## src/rtl/flag_ctrl.sv

```systemverilog
// Z/V/N flag-register controller: tracks one outstanding flag-writing ALU op,
// commits masked ALU flags, and evaluates branch conditions on committed flags.
module flag_ctrl (
  input  logic       clk,
  input  logic       rst,
  input  logic       issue_valid,
  input  logic [3:0] issue_opcode,
  output logic       issue_ready,
  input  logic       alu_valid,
  input  logic [2:0] alu_flags,
  input  logic       br_req,
  input  logic [2:0] br_cond,
  output logic       br_ready,
  output logic       br_valid,
  output logic       br_taken,
  output logic [2:0] flag_out,
  output logic [7:0] stall_cnt
);

  // Handshakes: an issue is accepted on a rising edge when issue_valid and
  // issue_ready are both high; a branch is accepted when br_req and br_ready
  // are both high. Neither ready depends combinationally on its own valid.

  typedef enum logic {IDLE = 1'b0, PEND = 1'b1} state_e;

  state_e     state_q, state_d;
  logic [2:0] pend_mask_q, pend_mask_d;
  logic [2:0] flag_q, flag_d;
  logic       br_valid_q, br_valid_d;
  logic       br_taken_q, br_taken_d;
  logic [7:0] stall_cnt_q, stall_cnt_d;

  logic [2:0] issue_mask;
  logic [2:0] dep_mask;
  logic       cond_true;
  logic       flag_z, flag_v, flag_n;

  assign flag_z = flag_q[2];
  assign flag_v = flag_q[1];
  assign flag_n = flag_q[0];

  always_comb begin
    issue_mask = 3'b000;
    case (issue_opcode)
      4'b0000, 4'b0001:          issue_mask = 3'b111;
      4'b0010, 4'b0100,
      4'b0101, 4'b0110:          issue_mask = 3'b100;
      default:                   issue_mask = 3'b000;
    endcase
  end

  always_comb begin
    dep_mask  = 3'b000;
    cond_true = 1'b0;
    case (br_cond)
      3'b000: begin dep_mask = 3'b100; cond_true = !flag_z;            end
      3'b001: begin dep_mask = 3'b100; cond_true = flag_z;             end
      3'b010: begin dep_mask = 3'b101; cond_true = !flag_z && !flag_n; end
      3'b011: begin dep_mask = 3'b001; cond_true = flag_n;             end
      3'b100: begin dep_mask = 3'b101; cond_true = flag_z || !flag_n;  end
      3'b101: begin dep_mask = 3'b101; cond_true = flag_n || flag_z;   end
      3'b110: begin dep_mask = 3'b010; cond_true = flag_v;             end
      default: begin dep_mask = 3'b000; cond_true = 1'b1;              end
    endcase
  end

  assign br_ready = ((dep_mask & pend_mask_q) == 3'b000);

  always_comb begin
    state_d     = state_q;
    pend_mask_d = pend_mask_q;
    flag_d      = flag_q;
    issue_ready = 1'b0;
    case (state_q)
      IDLE: begin
        issue_ready = 1'b1;
        if (issue_valid && (issue_mask != 3'b000)) begin
          pend_mask_d = issue_mask;
          state_d     = PEND;
        end
      end
      PEND: begin
        if (alu_valid) begin
          flag_d      = (flag_q & ~pend_mask_q) | (alu_flags & pend_mask_q);
          pend_mask_d = 3'b000;
          state_d     = IDLE;
        end
      end
      default: begin
        state_d     = IDLE;
        pend_mask_d = 3'b000;
      end
    endcase
  end

  // Branch result uses pre-edge flags, so a same-cycle issue never affects it.
  always_comb begin
    br_valid_d  = br_req && br_ready;
    br_taken_d  = br_taken_q;
    stall_cnt_d = stall_cnt_q;
    if (br_req && br_ready) br_taken_d = cond_true;
    if (br_req && !br_ready && (stall_cnt_q != 8'hFF)) stall_cnt_d = stall_cnt_q + 8'd1;
  end

  always_ff @(posedge clk or negedge rst) begin
    if (!rst) begin
      state_q     <= IDLE;
      pend_mask_q <= 3'b000;
      flag_q      <= 3'b000;
      br_valid_q  <= 1'b0;
      br_taken_q  <= 1'b0;
      stall_cnt_q <= 8'd0;
    end else begin
      state_q     <= state_d;
      pend_mask_q <= pend_mask_d;
      flag_q      <= flag_d;
      br_valid_q  <= br_valid_d;
      br_taken_q  <= br_taken_d;
      stall_cnt_q <= stall_cnt_d;
    end
  end

  assign flag_out  = flag_q;
  assign br_valid  = br_valid_q;
  assign br_taken  = br_taken_q;
  assign stall_cnt = stall_cnt_q;

endmodule

```

## config.mk

```make
export PLATFORM = sky130hd
export DESIGN_NAME = flag_ctrl
export DESIGN_NICKNAME = d
export VERILOG_FILES = /design/src/rtl/flag_ctrl.sv
export SDC_FILE = /design/constraint.sdc
export NUM_CORES = 1
export LEC_CHECK = 0
export BUFFER_PORTS_ARGS = -buffer_cell sky130_fd_sc_hd__buf_2
export CORE_AREA = 2 2 56 43
export CTS_CLUSTER_DIAMETER = 40
export DETAILED_ROUTE_END_ITERATION = 7
export DIE_AREA = 0 0 58 45
export MAX_ROUTING_LAYER = met4
export PLACE_DENSITY_LB_ADDON = 0.08
export SYNTH_ARGS = -nofsm -noshare
export SYNTH_HDL_FRONTEND = slang
export SYNTH_SLANG_ARGS = --single-unit
export TNS_END_PERCENT = 1
```

## constraint.sdc

```tcl
create_clock -name clk -period 3.8 [get_ports clk]
set_input_delay 0.76 -clock clk [delete_from_list [all_inputs] [get_ports clk]]
set_output_delay 0.76 -clock clk [all_outputs]
set_load 0.03 [all_outputs]
```

After elaboration in Yosys (flattened, before gate mapping)
Index checks and enable logic that the tools add are counted.
Word-level totals
  flip-flop bits (word level): 17
  bits of input ports: 15
  output and inout port bits: 15
  logic and storage cells: 57
Operators by class
  add/subtract/negate cells: 1
  equal/unequal tests: 14
  mux-type cells: 10
  bitwise logic cells: 6
  reduce and logical (&&, ||, !) cells: 20
Operators by type and width (number)
  == test 4 x 3 -> 1 bit (second input constant): 3
  one-hot mux 3 bit (2 select lines): 2
  one-hot mux 3 bit (4 select lines): 1
  bitwise AND 3 bit: 3
  == test 3 bit (second input constant): 3
  adder 8 x 1 -> 8 bit (second input constant): 1
  != test 8 bit (second input constant): 1
  one-hot mux 1 bit (7 select lines): 1
  == test 3 x 2 -> 1 bit (second input constant): 2
  logical NOT 3 bit: 2
  two-way mux 3 bit: 2
  logical AND 1 bit: 5
  == test 4 x 1 -> 1 bit (second input constant): 1
  == test 4 x 2 -> 1 bit (second input constant): 1
  logical NOT 4 bit: 1
  != test 2 bit (second input constant): 2
  AND reduction 2 bit: 2
  OR reduction 2 bit: 2
  OR reduction 4 bit: 1
  == test 3 x 1 -> 1 bit (second input constant): 1
  logical NOT 1 bit: 3
  two-way mux 1 bit: 3
  inverter 3 bit: 1
  OR 3 bit: 1
  5 further kinds: 6

Logic depth before layout (Yosys ltp)
Gate-level depths: netlist of the first run.
  word-level depth: 8
  depth in mapped cells: 5
  gate-level depth less buffers: 5

Worst setup path before layout of the first run
OpenSTA, ideal clock, no wires.
  path kind: input to output
  start point: in br_cond[1]
  end point: out br_ready
  arrival time: 1.569 ns
  required time: 3.040 ns
  slack: 1.471 ns
  stages on the path: 3
  buffers on the path: 1
  cell sequence: buf_6 > o21a_1 > a22oi_1
Between the ends
  word-level cells in the longest chain between the ends: 5
  elaborated cells between the ends (all ways): 12
  those cells by class: eq/ne: 6; mux: 1; bitwise: 1; reduce/logical: 4
RTL lines
  start, declared: line 12  | input logic [2:0] br_cond,
  == test 3 bit, or another cell as far along: line 55  | case (br_cond)
  OR reduction 3 bit (no line) / OR reduction 2 bit (equally long branches)
  one-hot mux 3 bit (4 select lines) (*): line 55
  bitwise AND 3 bit (*): line 67  | assign br_ready = ((dep_mask & pend_mask_q) == 3'b000);
  logical NOT 3 bit (*): line 67
  end, declared: line 13  | output logic br_ready,
Every way passes the cells marked *; elsewhere a longest branch is shown, timed or not.

Worst setup path in the final report of the first run
Ends and elaborated chain as after synthesis.

==> results.ini, run 1 <==
[placement]
numPortBuffers=29
dp_hpwl_um=1280
placedCellCount=126
gp_congestion=0.699
dp_slack_ns=1.53

[synthesis]
yosysWarnings=0
ys_types=30
syn_inst=74
synth_ff_type=dfrtp_1
syn-cell-area_um2=825
netlist.area_leader.share_pct=48.6
synth_area_leaders=dfrtp_1 (49%), mux2_2 (9.6%), nand3_1 (4.2%)
ys_ff_latch=16
synth.most_common_cell=dfrtp_1
synth_top_cell_by_area=dfrtp_1
synthTopCellsByCount=dfrtp_1 (16), mux2_2 (7), nand2_1 (7), nand3_1 (7), xnor2_1 (4)
synth-edff-count=0
seq_area_frac_synth_pct=48.6
synth.avg_cell_area_um2=11.1
syn_nets=90
synthArstFlopShare_pct=100

[setup_path]
reg2reg_slack_ns=2.17
path_max_fanout=9
arrival_ns=1.51
endpoint_kind=primary output
setup.worst_path.class=input port to primary output
slowest_delay_ns=0.24
critical_path.most_common_cell=buf_2
crit_start=br_cond[1]
required_ns=3.04
endpoint=br_ready
worst_setup_path_start_kind=input port
r2r_start=stall_cnt[0]
timing.rr.end=stall_cnt[1]
rr_worst_depth=4
worst_path_max_delay_cell=buf_2
crit_chain=buf_2 -> o21ai_0 -> a22oi_1 -> buf_2

[route]
wirelength_um=1650
vias_per_cell=5.15
drc_errors=0
drt_iter0_drc=4
antenna_left=0
vias=670
drt_pass1_iterations=3
wl_per_cell_um=12.7

[final_layout]
nets=123
synthToLayoutAreaGrowth_pct=24.3
n_antenna_cell=0
fillers=190
drive_above_1_share_pct=42.5
finalNonFillerCells=130

[pwr]
ir_worst_vdd_uv=390
power_switching_w=0.000266
intPower_w=0.000375
pwr-share-comb_pct=39.9
power_density_nw_per_um2=626
clkPwrFrac_pct=17.1
power.static_leakage_nw=0.505
switching_share_pct=41.5
pwr-share-seq_pct=43.0

[global_route]
grt_max_degree=17
grt_overflow=0
grt_util_all_layers_pct=14.2
grt_pass1_wl_um=2540
antenna_found_initial=0
grt_pass1_vias=535

[clocking]
cts_resized=0
cts_setup_buffers=0
cts_tree=done
numCtsBuffers=3
path_clk_slew_ns=0.09
numClockSinks=16
clk_path_buf_depth=2
cts_hold_buf=0
cts_root_buf=clkbuf_4
htreeDepth=1
clk_latency_ns=0.28

[die]
ioPinCount=30
rows=14
core_um2=2030
initial_utilization_pct=40.6
die_y_um=45
dieArea_um2=2610
die_width_um=58

[timing]
final.setup.tns_ns=0
setup_viol=0
maxSlewViolCount=0
max_clock_freq_mhz=441
min_period_ns=2.27
finalClockSkew_ns=0.00229
finalHoldViolations=0
rsz0062_at_grt=false
fin_crit_sh_pct=59.7
layout_setup_ws_ns=1.53
slew_headroom_pct=76.8
worstMarginPinSlew_ns=0.348

[worst_hold_path]
hp-class=input port to async pin

[flow_run]
maxCapViolCount=0

[run_status]
status=finished clean

## area by class of cell
type                    count  area, um^2  share of cell area [%]
clock buffers               4        36.3                    3.54
multi-input cells          55         405                    39.6
inverters                   2        7.51                   0.733
repair buffers             29         145                    14.2
flip-flops and latches     16         400                    39.1
well taps                  24        30.0                    2.93
## per-stage QoR
stage | hold slack (ns) | power [W] | utilization, % | area [um^2]
detailed placement | 0.504 | 0.000540 | 48.6 | 988
floorplan | 0.464 | 0.000453 | - | 825
finish | 0.370 | 0.000641 | 50.4 | 1020
global route | 0.371 | 0.000689 | 50.4 | 1020
global placement | 0.496 | 0.000530 | 48.6 | 988
CTS | 0.374 | 0.000651 | 50.4 | 1020
## placed cells by master, fill, tap and decap left out, types with 2 or more instances in the layout
cell type  Yosys  final
nand4_1        3      3
buf_2          0     29
o21ai_0        3      3
clkbuf_4       0      3
mux2_2         7      7
nand2_1        7      7
xnor2_1        4      4
nor2_1         2      2
o211ai_1       3      3
dfrtp_1       16     16
nand3_1        7      7
inv_1          2      2
## worst min path at each step
stage          startpoint      endpoint  slack (ns)  depth (start not counted)
2_1_floorplan         rst     async pin        0.46                          0
3_3_place_gp     br_taken      br_taken        0.50                          1
3_5_place_dp     br_taken      br_taken        0.50                          1
4_1_cts               rst  stall_cnt[0]        0.37                          1
5_1_grt               rst  stall_cnt[0]        0.37                          1
6_report              rst     async pin        0.37                          1
## routing by layer
| layer | up-vias | global-route usage (%) | share of wire [%] |
|---|---|---|---|
| li1 | 348 | - | - |
| met1 | 300 | 19.3 | 50 |
| met2 | 20 | 18.6 | 41 |
| met3 | 2 | 6.59 | 8.1 |
| met4 | 0 | 4.19 | 0.61 |
| met5 | - | - | 0 |
## critical path, delay by kind of cell
kind	cells	cell delay, ns
AOI/OAI and AO/OA	2	0.36
buffers and inverters	2	0.40
## cell families after synthesis
family / count (synthesis) / share of synthesized area [%]
compound gates: 17 / 16.2
buf+inv: 3 / 2.28
fa+ha+maj: 1 / 1.52
xor+xnor: 4 / 4.25
flops: 16 / 48.6
mux: 8 / 11.4
simple gates: 25 / 15.8
## power groups by stage
stage	clock network (W)	logic [W]	registers (W)
2_1_floorplan	0	0.000101	0.000351
3_5_place_dp	0	0.000260	0.000280
5_1_grt	0.000126	0.000278	0.000285
3_3_place_gp	0	0.000257	0.000274
6_report	0.000110	0.000256	0.000275
4_1_cts	0.000114	0.000260	0.000276
No activity file was read; power rests on OpenSTA's default activity.
==> inputs of run 2 (changes only) <==
- ABC_AREA: not set -> 1
- CORE_AREA: 2 2 56 43 -> 2 2 61 46
- DIE_AREA: 0 0 58 45 -> 0 0 63 48
- clock period: 3.8 -> 2 ns (I/O delays scaled with it)
==> results.ini, run 2 <==
[run_status]
status=finished clean

[clocking]
cts_hold_buf=0  ; unchanged
cts_root_buf=clkbuf_4
cts_tree=done
cts_resized=0  ; unchanged
htreeDepth=1  ; unchanged
clk_path_buf_depth=2  ; unchanged
path_clk_slew_ns=0.09  ; about the same
cts_setup_buffers=0  ; unchanged
clk_latency_ns=0.29  ; about the same
numCtsBuffers=3  ; unchanged
numClockSinks=16  ; unchanged

[synthesis]
synth.most_common_cell=nand2_1
ys_types=22  ; -27%
ys_ff_latch=16  ; unchanged
syn-cell-area_um2=970  ; +18%
synth.avg_cell_area_um2=7.76  ; -30%
yosysWarnings=0  ; unchanged
syn_inst=125  ; +69%
synth_ff_type=dfrtp_1
syn_nets=141  ; +57%
synth_area_leaders=dfrtp_1 (41%), nand2_1 (13%), inv_1 (8.9%)
netlist.area_leader.share_pct=41.3  ; -7.3 points
seq_area_frac_synth_pct=41.3  ; -7.3 points
synthArstFlopShare_pct=100  ; unchanged
synth_top_cell_by_area=dfrtp_1
synth-edff-count=0  ; unchanged
synthTopCellsByCount=nand2_1 (34), inv_1 (23), dfrtp_1 (16)

[placement]
gp_congestion=0.852  ; +22%
dp_hpwl_um=1480  ; +15%
placedCellCount=187  ; +48%
numPortBuffers=29  ; unchanged
place_area_um2=1140  ; +15%

[timing]
rsz0062_at_grt=false
slew_headroom_pct=75.5  ; -1.3 points
maxSlewViolCount=0  ; unchanged
min_period_ns=1.62
max_clock_freq_mhz=619
setup_viol=0  ; unchanged
worstMarginPinSlew_ns=0.367  ; +0.0196 ns
finalClockSkew_ns=0.00220  ; -0.0000951 ns
final.setup.tns_ns=0  ; unchanged
fin_crit_sh_pct=80.8
finalHoldViolations=0  ; unchanged

[route]
antenna_left=0  ; unchanged
vias_per_cell=4.50  ; -13%
wirelength_um=1870  ; +13%
vias=860  ; +28%
wl_per_cell_um=9.77  ; -23%
drt_iter0_drc=27  ; +23
drc_errors=0  ; unchanged
drt_pass1_iterations=4  ; +1

[pwr]
power_switching_w=0.000613  ; +130%
clkPwrFrac_pct=15.8  ; -1.3 points
pwr-share-comb_pct=45.5  ; +5.6 points
ir_worst_vdd_uv=675  ; +73%
pwr-share-seq_pct=38.6  ; -4.4 points
intPower_w=0.000735  ; +96%
power.static_leakage_nw=0.687  ; +36%
power_density_nw_per_um2=1150  ; +84%
switching_share_pct=45.5  ; +3.9 points

[final_layout]
final_cell_mix=nand2_1 (34), buf_2 (29), inv_1 (23)
final_common_cell=nand2_1
finalNonFillerCells=191  ; +47%
nets=174  ; +41%
n_antenna_cell=0  ; unchanged
design_area_um2=1170  ; +15%
drive_above_1_share_pct=31.2  ; -11 points
synthToLayoutAreaGrowth_pct=21.0
finish.utilization_pct=49.2  ; -1.2 points

[flow_run]
maxCapViolCount=0  ; unchanged

[setup_path]
crit_chain=nand3_1 -> nand2_2 -> inv_1 -> buf_2
timing.rr.end=stall_cnt[1]
worst_setup_path_start_kind=flop
path_max_fanout=3  ; -6
required_ns=1.60  ; -1.44 ns
setup.worst_path.class=flop to primary output
arrival_ns=1.22  ; -0.29 ns
endpoint_kind=primary output
rr_worst_depth=7  ; +3
worst_path_max_delay_cell=dfrtp_1
slowest_delay_ns=0.41  ; +0.17 ns
reg2reg_slack_ns=0.48  ; -1.69 ns
r2r_start=stall_cnt[0]

[global_route]
grt_util_all_layers_pct=14.1  ; -0.060 points
grt_pass1_vias=719  ; +34%
grt_overflow=0  ; unchanged
antenna_found_initial=0  ; unchanged
grt_max_degree=17  ; unchanged
grt_pass1_wl_um=3110  ; +23%

[die]
ioPinCount=30  ; unchanged
core_um2=2380  ; +17%
dieArea_um2=3020  ; +16%
rows=15  ; +1
die_y_um=48  ; +6.7%
die_width_um=63  ; +8.6%
initial_utilization_pct=40.7  ; +0.10 points

[worst_hold_path]
hp-class=input port to async pin

-- run 2: how the worst max path moves through the flow --
stage                               from           end  slack (ns)  depth (start not counted)
final                     pend_mask_q[2]      br_ready        0.38                          4
after global routing      pend_mask_q[2]      br_ready        0.31                          4
after CTS                 pend_mask_q[2]      br_ready        0.35                          4
after detailed placement      br_cond[1]      br_ready        0.46                          6
after global placement        br_cond[1]      br_ready        0.49                          6
after floorplan             stall_cnt[0]  stall_cnt[6]        0.42                          8
-- run 2: kinds of logic (layout without fill, tap and decap cells) --
| kind of cell | count (synthesis) | after routing | synth area share [%] |
|---|---|---|---|
| simple gates | 66 | 66 | 32.8 |
| buf+inv | 25 | 57 | 11.4 |
| flops | 16 | 16 | 41.3 |
| compound gates | 12 | 12 | 8.52 |
| xor+xnor | 4 | 4 | 3.61 |
| fa+ha+maj | 1 | 1 | 1.29 |
| mux | 1 | 1 | 1.16 |
-- run 2: power by group through the flow --
stage	combinational (W)	sequential, W	clock, W
2_1_floorplan	0.000306	0.000681	0
3_3_place_gp	0.000615	0.000524	0
3_5_place_dp	0.000622	0.000526	0
4_1_cts	0.000624	0.000521	0.000230
5_1_grt	0.000678	0.000541	0.000242
6_report	0.000614	0.000521	0.000214
-- run 2: worst max-delay path, delay by kind of cell (launching register included) --
family | cells | cell delay, ns
DFF | 1 | 0.41
buffers and inverters | 2 | 0.27
and+or+nand+nor | 2 | 0.25
-- run 2: final cells by class --
| class | count | area [um^2] |
|---|---|---|
| clock buffers | 4 | 36.3 |
| fillers | 250 | 1210 |
| inverters | 24 | 90.1 |
| multi-input cells | 84 | 459 |
| flip-flops and latches | 16 | 400 |
| well taps | 34 | 42.5 |
| repair buffers | 29 | 145 |
-- run 2: routing by layer --
layer	part of all wire [%]	track usage, %	routed length [um]
met1	53	18.2	991
met5	0	-	0
met2	41	20.9	762
met4	0	4.00	0
met3	6.0	5.18	112
-- run 2: stage by stage --
step	total power (W)	worst slack, ns	hold slack (ns)
after floorplan	0.000987	0.422	0.104
after global routing	0.00146	0.308	0.0138
after global placement	0.00114	0.493	0.342
after detailed placement	0.00115	0.461	0.338
final	0.00135	0.384	0.00887
after CTS	0.00137	0.355	0.00677
==> inputs of run 3 (changes only) <==
- ABC_AREA: 1 -> 0
- CORE_AREA: 2 2 61 46 -> 2 2 56 43
- DIE_AREA: 0 0 63 48 -> 0 0 58 45
- clock period: 2 -> 1.4 ns (I/O delays scaled with it)
==> results.ini, run 3 (synthesis results as in run 1) <==
[run_status]
status=finished with violations
violations=setup timing

[clocking]
numClockSinks=16  ; unchanged
cts_root_buf=clkbuf_4
htreeDepth=1  ; unchanged
cts_tree=done
clk_latency_ns=0.28  ; about the same
numCtsBuffers=3  ; unchanged
path_clk_slew_ns=0.10  ; about the same
clk_path_buf_depth=2  ; unchanged

[timing]
max_clock_freq_mhz=696
maxSlewViolCount=0  ; unchanged
rsz0062_at_grt=true
setup_viol=3  ; +3
slew_headroom_pct=75.8  ; +0.29 points
min_period_ns=1.44
finalHoldViolations=0  ; unchanged
fin_crit_sh_pct=103
finalHoldWorstSlack_ns=0.176  ; +0.167 ns
worstMarginPinSlew_ns=0.363  ; -0.00434 ns
layout_setup_ws_ns=-0.0365  ; -0.420 ns
finalClockSkew_ns=0.00146  ; -0.000740 ns

[placement]
gp_congestion=0.791  ; -7.2%
place_area_um2=1100  ; -3.2%
dp_hpwl_um=1380  ; -6.4%
numPortBuffers=29  ; unchanged

[route]
antenna_left=0  ; unchanged
wirelength_um=1800  ; -3.9%
drt_iter0_drc=15  ; -44%
vias=736  ; -14%
wl_per_cell_um=12.4  ; +27%
vias_per_cell=5.08  ; +13%
drt_pass1_iterations=4  ; unchanged
drc_errors=0  ; unchanged

[global_route]
grt_util_all_layers_pct=16.9  ; +2.8 points
grt_pass1_vias=713  ; -0.83%
grt_overflow=0  ; unchanged
antenna_found_initial=0  ; unchanged
grt_max_degree=17  ; unchanged
grt_pass1_wl_um=3190  ; +2.7%

[pwr]
finalPower_w=0.00195  ; +45%
power_density_nw_per_um2=1660  ; +45%
switching_share_pct=40.0  ; -5.5 points
power_switching_w=0.000782  ; +28%
pwr-share-seq_pct=37.8  ; -0.8 points
ir_worst_vdd_uv=910  ; +35%
intPower_w=0.00117  ; +59%
clkPwrFrac_pct=15.7  ; about the same
pwr-share-comb_pct=46.5  ; +1.0 points
power.static_leakage_nw=0.579  ; -16%

[setup_path]
cpLargestDelayFamily=flip-flops
worst_path_max_delay_cell=dfrtp_2
endpoint_kind=flop
path_max_fanout=3  ; unchanged
worst_setup_path_start_kind=flop
timing.rr.end=br_taken
endpoint=br_taken
slowest_delay_ns=0.43  ; +0.02 ns
critical_path_buf_inv_count=0  ; -2
arrival_ns=1.62  ; +0.40 ns
setup.worst_path.class=flop to flop
reg2reg_slack_ns=-0.04  ; -0.52 ns
rr_worst_depth=4  ; -3
crit_chain=or3b_4 -> a311oi_2 -> a21oi_1 -> mux2_4
required_ns=1.58  ; -0.02 ns
cp.depth=4  ; unchanged

[final_layout]
drive_above_1_share_pct=54.5  ; +23 points
finish.utilization_pct=57.8  ; +8.6 points
final_common_cell=buf_2
final_cell_mix=buf_2 (28), buf_4 (14), dfrtp_1 (12)
synthToLayoutAreaGrowth_pct=42.5
design_area_um2=1170  ; +0.11%
nets=138  ; -21%
fillers=183  ; -27%
n_antenna_cell=0  ; unchanged

[die]
rows=14  ; -1
die_y_um=45  ; -6.3%
core_um2=2030  ; -15%
ioPinCount=30  ; unchanged
initial_utilization_pct=40.6  ; -0.10 points
die_width_um=58  ; -7.9%
dieArea_um2=2610  ; -14%

[worst_hold_path]
hp-class=input port to flop
hold_path_depth=2

[flow_run]
maxCapViolCount=0  ; unchanged

-- run 3: changes by cell type in the layout (fill, tap and decap cells not counted), sizes merged, moves of 2 or more --
cell,before,now
a21oi,3,1
buf,29,43
inv,24,2
mux2,1,8
nand2,39,7
nand3,11,7
nand4,5,3
nor2,11,2
o211ai,0,3
o21ai,7,4
-- run 3: cell type report --
type                    instances  area, um^2  share of cell area, %
inverters                       2        7.51                  0.639
clock buffers                   4        36.3                   3.09
multi-input cells              55         429                   36.5
repair buffers                 44         267                   22.7
well taps                      24        30.0                   2.56
flip-flops and latches         16         405                   34.5
-- run 3: per-stage QoR --
stage / TNS [ns] / std cells / worst slack (ns)
after global placement: -0.288 / 138 / -0.0944
after detailed placement: -0.387 / 138 / -0.120
after global routing: -0.269 / 145 / -0.0825
final: -0.0837 / 145 / -0.0365
after floorplan: -0.282 / 74 / -0.140
after CTS: -0.0494 / 144 / -0.0321
-- run 3: timing repair --
item,in CTS,in global routing
endpoints found under the setup margin,2,5
buffers inserted,1,1
hold buffers,1,0
hold endpoints to repair,16,0
resized for setup,4,1
pin swaps,2,3
-- run 3: power by group through the flow --
stage | sequential [W] | combinational [W] | clock (W)
after floorplan | 0.000980 | 0.000291 | 0
final | 0.000739 | 0.000908 | 0.000307
after detailed placement | 0.000751 | 0.000847 | 0
after CTS | 0.000740 | 0.000890 | 0.000318
after global placement | 0.000744 | 0.000828 | 0
after global routing | 0.000766 | 0.000985 | 0.000344
-- run 3: worst min-delay path by stage --
stage               startpoint        endpoint  slack [ns]
5_1_grt        issue_opcode[2]  pend_mask_q[1]        0.16
3_5_place_dp               rst        br_taken        0.21
4_1_cts        issue_opcode[2]  pend_mask_q[1]        0.16
3_3_place_gp               rst        br_taken        0.22
2_1_floorplan              rst       async pin       -0.02
6_report       issue_opcode[2]  pend_mask_q[1]        0.18
-- run 3: layer usage --
layer	part of all wire (%)	global-route usage, %
met3	4.6	5.16
met2	42	23.0
met4	1.1	5.58
met1	52	23.8
met5	0	-
